$ cat src/rtl/cpu_pkg.sv
// -----------------------------------------------------------------------------
// cpu_pkg
// Shared definitions for the RISC pipeline front end.
//   NOP_INSTR          : encoding inserted into IF/ID for bubbles and flushes
//   OPCODE_LDM         : major opcode of the two-word load-immediate instruction
//   RESET_VEC_HI_ADDR  : imem word holding PC[31:16] at boot
//   RESET_VEC_LO_ADDR  : imem word holding PC[15:0] at boot
//   fetch_state_t      : boot/run sequencing of the fetch stage
// -----------------------------------------------------------------------------
package cpu_pkg;

  localparam logic [15:0] NOP_INSTR  = 16'h4000;
  localparam logic [4:0]  OPCODE_LDM = 5'b10001;

  localparam int unsigned RESET_VEC_HI_ADDR = 32'd0;
  localparam int unsigned RESET_VEC_LO_ADDR = 32'd1;

  typedef enum logic [1:0] {
    BOOT_HI = 2'd0,
    BOOT_LO = 2'd1,
    RUN     = 2'd2
  } fetch_state_t;

  // True when an instruction word carries the LDM major opcode.
  function automatic logic is_ldm(input logic [15:0] instr);
    return (instr[15:11] == OPCODE_LDM);
  endfunction

endpackage

$ cat src/rtl/fetch_stage_pc_select.sv
// -----------------------------------------------------------------------------
// pc_select
// Combinational next-PC priority mux for the fetch stage while running.
// Priority (highest first): memory PC, taken jump, stall, sequential step.
// Ports:
//   pc_i               current PC
//   pc_write_i         0 = stall (hold PC and IF/ID)
//   jump_taken_i       branch resolved taken
//   jump_target_i      jump destination
//   pc_choose_memory_i load PC from memory stage (RET/RETI/interrupt)
//   mem_pc_i           PC value from memory stage
//   pc_next_o          PC to load on the next edge
//   flush_o            IF/ID must be replaced by a NOP bubble
//   hold_o             PC and IF/ID keep their values
// -----------------------------------------------------------------------------
module pc_select
  import cpu_pkg::*;
#(
  parameter int PC_W = 32
) (
  input  logic [PC_W-1:0] pc_i,
  input  logic            pc_write_i,
  input  logic            jump_taken_i,
  input  logic [PC_W-1:0] jump_target_i,
  input  logic            pc_choose_memory_i,
  input  logic [PC_W-1:0] mem_pc_i,
  output logic [PC_W-1:0] pc_next_o,
  output logic            flush_o,
  output logic            hold_o
);

  // Priority decode: a redirect always wins over a stall so that control
  // transfers are never lost while decode is holding the pipe.
  always_comb begin
    pc_next_o = pc_i;
    flush_o   = 1'b0;
    hold_o    = 1'b0;
    if (pc_choose_memory_i) begin
      pc_next_o = mem_pc_i;
      flush_o   = 1'b1;
    end else if (jump_taken_i) begin
      pc_next_o = jump_target_i;
      flush_o   = 1'b1;
    end else if (!pc_write_i) begin
      pc_next_o = pc_i;
      hold_o    = 1'b1;
    end else begin
      // Natural modulo-2^PC_W wrap at the top of the address space.
      pc_next_o = pc_i + PC_W'(1);
    end
  end

endmodule

$ cat src/rtl/fetch_stage.sv
// -----------------------------------------------------------------------------
// fetch_stage
// IF stage of the 5-stage RISC pipeline. Boots the PC from imem words 0/1,
// then steps the PC, honouring stall, bubble, jump and memory-PC controls,
// and produces the IF/ID pipeline register.
// Ports:
//   clk, reset          clock, synchronous active-high reset
//   imem_addr/rdata     combinational instruction memory read port
//   pc_write            0 = stall
//   clear_instruction   bubble; fetched word is captured into ifid_imm
//   jump_taken/target   EX-resolved branch redirect
//   pc_choose_memory    load PC from mem_pc (RET/RETI/interrupt)
//   pc                  current PC
//   ifid_instr/imm/pc/valid  IF/ID register contents
// The PC is assumed to be 32 bits wide: the boot vector fills it as two
// 16-bit halves.
// -----------------------------------------------------------------------------
module fetch_stage
  import cpu_pkg::*;
#(
  parameter int IMEM_AW = 20,
  parameter int PC_W    = 32
) (
  input  logic               clk,
  input  logic               reset,
  output logic [IMEM_AW-1:0] imem_addr,
  input  logic [15:0]        imem_rdata,
  input  logic               pc_write,
  input  logic               clear_instruction,
  input  logic               jump_taken,
  input  logic [PC_W-1:0]    jump_target,
  input  logic               pc_choose_memory,
  input  logic [PC_W-1:0]    mem_pc,
  output logic [PC_W-1:0]    pc,
  output logic [15:0]        ifid_instr,
  output logic [15:0]        ifid_imm,
  output logic [PC_W-1:0]    ifid_pc,
  output logic               ifid_valid
);

  fetch_state_t    state_q, state_d;
  logic [PC_W-1:0] pc_q, pc_d;
  logic [15:0]     instr_q, instr_d;
  logic [15:0]     imm_q, imm_d;
  logic [PC_W-1:0] ifid_pc_q, ifid_pc_d;
  logic            valid_q, valid_d;

  logic [PC_W-1:0] pc_next_s;
  logic            flush_s;
  logic            hold_s;

  pc_select #(
    .PC_W (PC_W)
  ) u_pc_select (
    .pc_i               (pc_q),
    .pc_write_i         (pc_write),
    .jump_taken_i       (jump_taken),
    .jump_target_i      (jump_target),
    .pc_choose_memory_i (pc_choose_memory),
    .mem_pc_i           (mem_pc),
    .pc_next_o          (pc_next_s),
    .flush_o            (flush_s),
    .hold_o             (hold_s)
  );

  // Next-state, next-PC and IF/ID load decode.
  always_comb begin
    state_d   = state_q;
    pc_d      = pc_q;
    instr_d   = instr_q;
    imm_d     = imm_q;
    ifid_pc_d = ifid_pc_q;
    valid_d   = valid_q;
    imem_addr = IMEM_AW'(RESET_VEC_HI_ADDR);
    case (state_q)
      BOOT_HI: begin
        imem_addr       = IMEM_AW'(RESET_VEC_HI_ADDR);
        pc_d[PC_W-1 -: 16] = imem_rdata;
        state_d         = BOOT_LO;
      end
      BOOT_LO: begin
        imem_addr = IMEM_AW'(RESET_VEC_LO_ADDR);
        pc_d[15:0] = imem_rdata;
        state_d   = RUN;
      end
      RUN: begin
        // Upper PC bits are kept architecturally but do not address memory.
        imem_addr = pc_q[IMEM_AW-1:0];
        if (flush_s) begin
          pc_d    = pc_next_s;
          instr_d = NOP_INSTR;
          valid_d = 1'b0;
        end else if (hold_s) begin
          pc_d = pc_q;
        end else begin
          pc_d      = pc_next_s;
          ifid_pc_d = pc_next_s;
          if (clear_instruction) begin
            // Second word of LDM: keep it as data, bubble the decode slot.
            instr_d = NOP_INSTR;
            valid_d = 1'b0;
            imm_d   = imem_rdata;
          end else begin
            instr_d = imem_rdata;
            valid_d = 1'b1;
          end
        end
      end
      default: begin
        state_d = BOOT_HI;
      end
    endcase
  end

  // State, PC and IF/ID registers with synchronous reset.
  always_ff @(posedge clk) begin
    if (reset) begin
      state_q   <= BOOT_HI;
      pc_q      <= '0;
      instr_q   <= NOP_INSTR;
      imm_q     <= 16'h0000;
      ifid_pc_q <= '0;
      valid_q   <= 1'b0;
    end else begin
      state_q   <= state_d;
      pc_q      <= pc_d;
      instr_q   <= instr_d;
      imm_q     <= imm_d;
      ifid_pc_q <= ifid_pc_d;
      valid_q   <= valid_d;
    end
  end

  assign pc         = pc_q;
  assign ifid_instr = instr_q;
  assign ifid_imm   = imm_q;
  assign ifid_pc    = ifid_pc_q;
  assign ifid_valid = valid_q;

endmodule

$ cat config.mk
export PLATFORM = sky130hd
export DESIGN_NAME = fetch_stage
export DESIGN_NICKNAME = d
export VERILOG_FILES = /design/src/rtl/cpu_pkg.sv /design/src/rtl/fetch_stage_pc_select.sv /design/src/rtl/fetch_stage.sv
export SDC_FILE = /design/constraint.sdc
export NUM_CORES = 1
export LEC_CHECK = 0
export CAP_MARGIN = 5
export CORE_MARGIN = 5
export CORE_UTILIZATION = 45
export DETAILED_ROUTE_END_ITERATION = 8
export PLACE_DENSITY = 0.86
export SLEW_MARGIN = 30
export SYNTH_ARGS = -nofsm -noshare
export SYNTH_HDL_FRONTEND = slang
export SYNTH_SLANG_ARGS = --single-unit
$ cat constraint.sdc
create_clock -name clk -period 3.41 [get_ports clk]
set_input_delay 0.5115 -clock clk [delete_from_list [all_inputs] [get_ports clk]]
set_output_delay 0.5115 -clock clk [all_outputs]
set_load 0.05 [all_outputs]
==> flow_summary.toml, run 1 <==
[flow_run]
cap_viol_max_count = 0

[drt]
drt_wl_total_um = 21300
via_per_inst = 6.03
via_count = 6020
wire_per_inst_um = 21.3
drc = 0
drt-initial-drc-count = 576
dr.pass1.iters = 5
antenna_violating_nets_post_route = 0

[power_and_ir_drop]
worst_ir_drop_vdd_mv = 0.448
power.density_nw_per_um2 = 464
leakage_power_figure_nw = 2.71
fin_total_pwr_w = 0.00359

[synth]
async_reset_ff_share_pct = 0
ys_warn_count = 0
dominantRegCellSynth = "sky130_fd_sc_hd__dfxtp_1"
synth_unique_cells = 55
synth_register_bits = 99
synth_enable_flop_cells = 0
syn_nets = 769
synth.largest_area_cell = "sky130_fd_sc_hd__dfxtp_1"
synth_sequential_area_ratio_pct = 37.2
netlist_area_um2 = 5330
synthTopCellsByArea = "sky130_fd_sc_hd__dfxtp_1 (37%), sky130_fd_sc_hd__nor2_1 (7.4%), sky130_fd_sc_hd__a211oi_1 (4.9%), sky130_fd_sc_hd__a21oi_1 (4.8%), sky130_fd_sc_hd__clkbuf_1 (3.5%)"
synth_largest_type_area_fraction_pct = 37.2
post_synth.cell_area_avg_um2 = 7.85
syn_inst = 679

[critical_path]
worstSetupEndpointType = "output pin"
arrival_time_of_data_at_the_critical_path_endpoint_ns = 2.61
timing.critical_path.from = "state_q[1]"
setup_crit_start_kind = "flop"
critical_path_maximum_fanout = 20
cell_by_cell_trace_of_the_critical_path = "inv_1, ha_1, and3_1, clkdlybuf4s50_1"
regToRegSetupSlack_ns = 0.77
critPathSlowestCell = "sky130_fd_sc_hd__clkdlybuf4s50_1"
critPathKind = "reg2out"
critical_path.max_stage_delay_ns = 0.82
cp_data_required_time_ns = 2.90
reg2reg_from = "state_q[0]"

[global_routing]
grt_pass1_wl_um = 33100
pin_count_of_the_biggest_net_entering_global_routing = 80
vias_in_the_first_global_route = 5996
groute.usage.overall_pct = 29.5
globalRouteOverflowTotal = 0
antenna_violations_before_repair = 0

[placement]
place.port_buffers = 202
placed_cells = 982
gpl_wtd_cong = 0.984
dp_hpwl_um = 15700

[sta]
worst-slew-pin-transition_ns = 0.837
hold_viol_final = 0
timing.clock.skew_ns = 0.00672
min_period_over_period_pct = 91.4
finalWorstPathRequiredPeriod_ns = 3.12
final_max_slew_viol_count = 0
worst_slew_margin_rel_pct = 44.2
setup-violations-final = 0
rsz0062_at_grt = "false"
tns_ns = 0
max_freq_mhz = 321
worst_hold_slack_ns = 0.458

[cts]
cts_num_sinks = 99
h_tree_depth = 3
clock_path_buffers = 2
clk-insertion-delay-late_ns = 0.36
ctsRootBufferMaster = "sky130_fd_sc_hd__clkbuf_16"
tritoncts.num_buffers = 9
setup_fix_bufs_post_cts = 0
path_clk_slew_ns = 0.07
cts_hold_buf = 0
cts_tree = "built"
cts_resized = 0

[min_path]
holdCritPathClass = "reg2reg"
hp_start = "ifid_imm[4]"

[die]
die_height_um = 119
design.die.area_um2 = 14100
die_w_um = 119
num_io_pins = 203
floorplan.initialDensity_pct = 46.3
fp.coreArea_um2 = 11500
core.rowCount = 39

[layout]
finalNonFillerCells = 998
fillerInstances = 1002
flow.area_growth_from_synthesis_pct = 45.5
leading_cell_type_in_the_layout_fill_and_taps_excluded = "sky130_fd_sc_hd__clkdlybuf4s50_1"
mostFrequentLayoutCells = "sky130_fd_sc_hd__clkdlybuf4s50_1 (200), sky130_fd_sc_hd__nor2_1 (104), sky130_fd_sc_hd__dfxtp_1 (99), sky130_fd_sc_hd__a21oi_1 (51), sky130_fd_sc_hd__nand2_1 (45)"
finish.net_count = 940
layout-drive-gt1-share_pct = 5.73
antenna-diode-count = 0

[run_status]
status = "completed"
## registers in the layout, summed over array words and instances (netlist names)
signal	cells
state_q	2
pc	32
ifid_valid	1
ifid_instr	16
ifid_pc	32
ifid_imm	16
## layout make-up
class	instances	area (um^2)	area share (%)
Multi-Input combinational cell	512	3090	39.8
Clock buffer	9	225	2.90
Sequential cell	99	1980	25.6
Inverter	7	26.3	0.339
Clock inverter	7	85.1	1.10
Timing Repair Buffer	221	2170	28.0
Tap cell	143	179	2.31
## routing by layer
metal,part of all wire (%),global-route usage (%)
met4,3.5,11.2
met1,40,36.0
met3,11,11.8
met2,46,46.8
met5,0,0
## Yosys cell counts, types with 4 or more instances
cell,count
sky130_fd_sc_hd__and3_1,23
sky130_fd_sc_hd__o41ai_1,5
sky130_fd_sc_hd__o32ai_1,5
sky130_fd_sc_hd__xor2_1,11
sky130_fd_sc_hd__nor3_1,26
sky130_fd_sc_hd__nand3_1,33
sky130_fd_sc_hd__mux2i_1,12
sky130_fd_sc_hd__nand2_1,45
sky130_fd_sc_hd__a22oi_1,24
sky130_fd_sc_hd__xnor2_1,18
sky130_fd_sc_hd__o21ai_0,17
sky130_fd_sc_hd__or3_1,11
sky130_fd_sc_hd__ha_1,4
sky130_fd_sc_hd__nand4_1,10
sky130_fd_sc_hd__o211ai_1,5
sky130_fd_sc_hd__clkbuf_1,49
sky130_fd_sc_hd__a221o_1,6
sky130_fd_sc_hd__a21oi_1,51
sky130_fd_sc_hd__buf_2,5
sky130_fd_sc_hd__nand3b_1,5
sky130_fd_sc_hd__and4_1,4
sky130_fd_sc_hd__nor4_1,6
sky130_fd_sc_hd__inv_1,6
sky130_fd_sc_hd__buf_1,6
sky130_fd_sc_hd__a221oi_1,4
sky130_fd_sc_hd__dfxtp_1,99
sky130_fd_sc_hd__a211oi_1,35
sky130_fd_sc_hd__nor2_1,105
## cells by family after synthesis
logic type               count (synthesis)  share of synthesized area [%]
buffers and inverters                   68                           5.05
multiplexers                            12                           2.25
XOR/XNOR                                29                           4.77
AO/OA/AOI/OAI                          178                           22.8
AND/OR/NAND/NOR                        289                           27.0
flip-flops                              99                           37.2
adder cells (fa/ha/maj)                  4                          0.939
## stage by stage
step | util, % | setup WS (ns) | area (um^2)
finish | 67.3 | 0.292 | 7750
floorplan | - | 0.468 | 5330
global route | 67.3 | 0.198 | 7750
detailed placement | 64.6 | 0.457 | 7440
CTS | 67.3 | 0.338 | 7750
global placement | 64.6 | 0.499 | 7440
## worst paths after layout
kind / to / cells after the start
setup / recovery: imem_addr[12] / 4
hold / removal: ifid_imm[4] / 2
setup reg to reg: ifid_imm[5] / 8
hold reg to reg: ifid_imm[4] / 2
## worst max-delay path, delay by kind of cell (launching register included)
| kind | cells | cell delay (ns) |
|---|---|---|
| flip-flops | 1 | 0.38 |
| AND/OR/NAND/NOR | 1 | 0.26 |
| buffers and inverters | 2 | 0.91 |
| adder cells (fa/ha/maj) | 1 | 0.69 |
## report_power, final
part / total (W) / switching, W / leakage [nW] / internal, W
clock network: 0.00107 / 0.000489 / 0.146 / 0.000582
registers: 0.00139 / 0.000150 / 0.805 / 0.00124
logic: 0.00114 / 0.000720 / 1.76 / 0.000417
total: 0.00359 / 0.00136 / 2.71 / 0.00224
(Power assumes the default switching activity.)
==> run 2, diff against run 1 <==
--- a/config.mk
+++ b/config.mk
@@ -7,9 +7,9 @@
 export LEC_CHECK = 0
 export CAP_MARGIN = 5
 export CORE_MARGIN = 5
-export CORE_UTILIZATION = 45
+export CORE_UTILIZATION = 30
 export DETAILED_ROUTE_END_ITERATION = 8
-export PLACE_DENSITY = 0.86
+export PLACE_DENSITY = 0.62
 export SLEW_MARGIN = 30
 export SYNTH_ARGS = -nofsm -noshare
 export SYNTH_HDL_FRONTEND = slang
==> run 2 against run 1 <==
Against the previous run:
- global-route usage fell by 9.0 points
- sequential share of layout area fell by 0.47 points
- cell count rose by 8.8%
- first-iteration DRC count fell by 5.0%
- via count fell by 2.1%
- combinational power barely moved
- critical path type unchanged
==> flow_summary.toml, run 2 (synthesis gave the netlist of run 1 again) <==
[min_path]
whs_endpoint = "ifid_imm[4]"
hp_start = "ifid_imm[4]"
holdCritPathClass = "reg2reg"
timing.hold.worst_path_depth = 2

[die]
die_height_um = 143
num_io_pins = 203
floorplan.initialDensity_pct = 30.7
fp.coreArea_um2 = 17400
design.die.area_um2 = 20500
die_w_um = 143
core.rowCount = 48

[critical_path]
end_of_the_worst_register_to_register_path = "pc[21]"
worst-r2r-cell-count = 8
critical_path_maximum_fanout = 20
reg2reg_from = "state_q[0]"
arrival_time_of_data_at_the_critical_path_endpoint_ns = 2.57
cp_data_required_time_ns = 2.90
regToRegSetupSlack_ns = 0.75
critPathKind = "reg2out"
setup_crit_start_kind = "flop"
worstSetupEndpointType = "output pin"

[placement]
dp_hpwl_um = 16300
gpl_wtd_cong = 0.915
place.port_buffers = 202

[power_and_ir_drop]
combinational_fraction_of_design_power_pct = 31.7
worst_ir_drop_vdd_mv = 0.250
part_of_the_power_in_the_clock_network_pct = 30.1
int_pwr_w = 0.00228
leakage_power_figure_nw = 2.75
total_switching_power_w = 0.00133
power.density_nw_per_um2 = 457
share_seq_of_total_power_pct = 38.2
switching_share_pct = 36.8

[global_routing]
gr-max-usage-layer = "met2"
pin_count_of_the_biggest_net_entering_global_routing = 78
globalRouteMet2Util_pct = 32.5
globalRouteOverflowTotal = 0
globalRouteMet1Util_pct = 27.1
grt_pass1_wl_um = 32300
antenna_violations_before_repair = 2
global_route_met3_usage_pct = 6.06
groute.usage.overall_pct = 20.5
vias_in_the_first_global_route = 5438

[drt]
via_per_inst = 5.42
wire_per_inst_um = 20.0
drt_wl_total_um = 21700
via_count = 5891
drt-initial-drc-count = 547
antenna_violating_nets_post_route = 0
dr.pass1.iters = 5
drc = 0

[cts]
tritoncts.num_buffers = 9
clk-insertion-delay-late_ns = 0.36
cts_resized = 0
h_tree_depth = 3
cts_num_sinks = 99
cts_tree = "built"
path_clk_slew_ns = 0.07
setup_fix_bufs_post_cts = 0
clock_path_buffers = 2
ctsRootBufferMaster = "sky130_fd_sc_hd__clkbuf_16"
cts_hold_buf = 0

[sta]
hold_viol_final = 0
finalWorstPathRequiredPeriod_ns = 3.08
worst-slew-pin-transition_ns = 0.808
max_freq_mhz = 325
min_period_over_period_pct = 90.3
timing.clock.skew_ns = 0.00975
tns_ns = 0
setup-violations-final = 0
final_max_slew_viol_count = 0
rsz0062_at_grt = "false"
worst_slew_margin_rel_pct = 46.1

[flow_run]
cap_viol_max_count = 0

[layout]
leading_cell_type_in_the_layout_fill_and_taps_excluded = "sky130_fd_sc_hd__clkdlybuf4s50_1"
layout-drive-gt1-share_pct = 6.28
finish.net_count = 945
flow.area_growth_from_synthesis_pct = 48.3
fin_util_pct = 45.5
mostFrequentLayoutCells = "sky130_fd_sc_hd__clkdlybuf4s50_1 (200), sky130_fd_sc_hd__nor2_1 (104), sky130_fd_sc_hd__dfxtp_1 (99), sky130_fd_sc_hd__a21oi_1 (51), sky130_fd_sc_hd__nand2_1 (45)"

[run_status]
status = "completed"
==> run 2: changes by cell type in the layout (fill, tap and decap cells not counted) <==
cell | before | now
sky130_fd_sc_hd__buf_4 | 19 | 24
sky130_fd_sc_hd__clkinvlp_4 | 2 | 1
sky130_fd_sc_hd__clkbuf_8 | 0 | 3
sky130_fd_sc_hd__inv_8 | 2 | 0
sky130_fd_sc_hd__clkinv_2 | 0 | 2
sky130_fd_sc_hd__clkinv_4 | 2 | 0
sky130_fd_sc_hd__diode_2 | 0 | 1
==> run 2: worst max-delay path, cell delays in order (launching register included) <==
cell and delay [ns]:
sky130_fd_sc_hd__dfxtp_1 0.37, sky130_fd_sc_hd__inv_1 0.08, sky130_fd_sc_hd__ha_1 0.67, sky130_fd_sc_hd__and3_1 0.25, sky130_fd_sc_hd__clkdlybuf4s50_1 0.83
==> run 2: layout make-up <==
| type | instances | area, um^2 |
|---|---|---|
| clock inverter | 4 | 47.5 |
| timing repair buffer | 226 | 2210 |
| tap | 225 | 282 |
| multi-input combinational | 512 | 3090 |
| sequential | 99 | 1980 |
| fill | 1776 | 9460 |
| clock buffer | 12 | 267 |
| antenna | 1 | 2.50 |
| inverter | 7 | 26.3 |
==> run 2: routing by layer <==
metal	wire length [um]	up-vias
met2	9990	263
li1	-	2833
met3	2050	28
met4	473	2
met5	7	-
met1	9220	2765
==> run 2: stage by stage <==
step | hold slack (ns) | cells | total power [W] | setup WS (ns) | instance area [um^2]
global route | 0.472 | 1086 | 0.00376 | 0.259 | 7900
global placement | 0.445 | 1069 | 0.00254 | 0.597 | 7580
floorplan | 0.491 | 679 | 0.00206 | 0.468 | 5330
finish | 0.454 | 1086 | 0.00361 | 0.332 | 7900
CTS | 0.456 | 1085 | 0.00362 | 0.347 | 7900
detailed placement | 0.446 | 1069 | 0.00254 | 0.526 | 7580
==> run 2: worst max-delay path by stage <==
stage | startpoint | endpoint | slack (ns) | depth (start not counted)
5_1_grt | state_q[0] | imem_addr[0] | 0.26 | 5
3_3_place_gp | pc_write | pc[27] | 0.60 | 7
2_1_floorplan | state_q[0] | imem_addr[0] | 0.47 | 8
4_1_cts | state_q[0] | imem_addr[17] | 0.35 | 4
3_5_place_dp | pc_write | pc[27] | 0.53 | 7
6_report | state_q[0] | imem_addr[17] | 0.33 | 4
==> run 2: power groups by stage <==
stage | logic, W | clock network, W | registers [W]
floorplan | 0.000443 | 0 | 0.00162
global placement | 0.00114 | 0 | 0.00140
detailed placement | 0.00114 | 0 | 0.00140
CTS | 0.00114 | 0.00111 | 0.00138
global route | 0.00122 | 0.00115 | 0.00139
finish | 0.00115 | 0.00109 | 0.00138
==> run 3, diff against run 2 <==
--- a/config.mk
+++ b/config.mk
@@ -10,6 +10,7 @@
 export CORE_UTILIZATION = 30
 export DETAILED_ROUTE_END_ITERATION = 8
 export PLACE_DENSITY = 0.62
+export REMOVE_ABC_BUFFERS = 1
 export SLEW_MARGIN = 30
 export SYNTH_ARGS = -nofsm -noshare
 export SYNTH_HDL_FRONTEND = slang
==> run 3 against run 2 <==
Against the previous run:
- non-clock buffer count rose by 1
- critical path type unchanged
- sequential power about the same
- utilization up 0.12 points
- routed wire length grew 0.17%
- critical endpoint is now imem_addr[3]
- global-route usage is 0.14 points higher
- worst hold slack about the same
==> flow_summary.toml, run 3 (synthesis gave the netlist of run 1 again) <==
[run_status]
status = "completed"

[cts]
h_tree_depth = 3
clock_path_buffers = 2
cts_resized = 0
tritoncts.num_buffers = 9
cts_tree = "built"
clk-insertion-delay-late_ns = 0.36
cts_hold_buf = 0
setup_fix_bufs_post_cts = 0
path_clk_slew_ns = 0.07
cts_num_sinks = 99
ctsRootBufferMaster = "sky130_fd_sc_hd__clkbuf_16"

[drt]
antenna_violating_nets_post_route = 0
drt-initial-drc-count = 387
drt_wl_total_um = 21800
via_per_inst = 5.37
wire_per_inst_um = 20.0
dr.pass1.iters = 5
drc = 0
via_count = 5838

[die]
fp.coreArea_um2 = 17400
core.rowCount = 48
die_w_um = 143
floorplan.initialDensity_pct = 30.7
design.die.area_um2 = 20500
num_io_pins = 203
die_height_um = 143

[sta]
setup-violations-final = 0
tns_ns = 0
finalWorstPathRequiredPeriod_ns = 3.09
timing.clock.skew_ns = 0.0103
max_freq_mhz = 324
worst_slew_margin_rel_pct = 38.6
rsz0062_at_grt = "false"
worst-slew-pin-transition_ns = 0.922
min_period_over_period_pct = 90.6
final_max_slew_viol_count = 0
hold_viol_final = 0

[layout]
layout-drive-gt1-share_pct = 6.39
leading_cell_type_in_the_layout_fill_and_taps_excluded = "sky130_fd_sc_hd__clkdlybuf4s50_1"
fillerInstances = 1764
mostFrequentLayoutCells = "sky130_fd_sc_hd__clkdlybuf4s50_1 (200), sky130_fd_sc_hd__nor2_1 (104), sky130_fd_sc_hd__dfxtp_1 (99), sky130_fd_sc_hd__a21oi_1 (51), sky130_fd_sc_hd__nand2_1 (45)"
fin_util_pct = 45.6
flow.area_growth_from_synthesis_pct = 48.7
finish.net_count = 946

[min_path]
holdCritPathClass = "reg2reg"
timing.hold.worst_path_depth = 2

[placement]
dp_hpwl_um = 15900
gpl_wtd_cong = 0.880
place.port_buffers = 202

[critical_path]
setup_crit_start_kind = "flop"
critPathKind = "reg2out"
critical_path_maximum_fanout = 20
arrival_time_of_data_at_the_critical_path_endpoint_ns = 2.58
worstSetupEndpointType = "output pin"
worst-r2r-cell-count = 7
cp_data_required_time_ns = 2.90

[global_routing]
antenna_violations_before_repair = 1
pin_count_of_the_biggest_net_entering_global_routing = 80
grt_pass1_wl_um = 32600
vias_in_the_first_global_route = 5673
globalRouteOverflowTotal = 0
groute.usage.overall_pct = 20.6

[power_and_ir_drop]
power.density_nw_per_um2 = 462
leakage_power_figure_nw = 2.76
worst_ir_drop_vdd_mv = 0.279

[flow_run]
cap_viol_max_count = 0
-- run 3: layer usage --
layer	global-route usage, %	routed length (um)	up-vias
met1	27.0	9590	2737
met4	6.44	463	0
met2	32.0	9540	226
met3	7.23	2190	29
met5	0	0	-
li1	-	-	2846
-- run 3: area by class of cell --
class / instances / area [um^2] / share of cell area [%]
Sequential cell: 99 / 1980 / 25.0
Timing Repair Buffer: 227 / 2210 / 28.0
Multi-Input combinational cell: 512 / 3090 / 39.1
Clock inverter: 4 / 73.8 / 0.932
Antenna cell: 1 / 2.50 / 0.0316
Tap cell: 225 / 282 / 3.55
Inverter: 7 / 26.3 / 0.332
Clock buffer: 12 / 246 / 3.11
-- run 3: where the power goes --
part	leakage, nW	total (W)	internal, W	switching, W
Combinational	1.79	0.00114	0.000424	0.000717
Clock	0.157	0.00114	0.000665	0.000473
Sequential	0.805	0.00138	0.00124	0.000143
Total	2.76	0.00366	0.00233	0.00133
-- run 3: through the flow --
step	hold WS (ns)	cell area (um^2)	worst slack (ns)	cells	power [W]
after floorplan	0.493	5080	-2.99	618	0.00201
after global placement	0.442	7600	0.474	1070	0.00255
after detailed placement	0.449	7600	0.375	1070	0.00255
after CTS	0.457	7920	0.320	1086	0.00369
after global routing	0.478	7920	0.207	1087	0.00382
final	0.454	7920	0.321	1087	0.00366
-- run 3: worst max-delay path, stage by stage (launching register included) --
cell and delay [ns]:
sky130_fd_sc_hd__dfxtp_1 0.36, sky130_fd_sc_hd__inv_1 0.07, sky130_fd_sc_hd__ha_1 0.70, sky130_fd_sc_hd__and3_1 0.27
sky130_fd_sc_hd__clkdlybuf4s50_1 0.81
-- run 3: path summary, 6_finish.rpt --
check | slack, ns | endpoint | startpoint
max reg2reg | 0.82 | pc[22] | pc[1]
min | 0.45 | ifid_imm[5] | ifid_imm[5]
min reg2reg | 0.45 | ifid_imm[5] | ifid_imm[5]
max | 0.32 | imem_addr[3] | state_q[1]
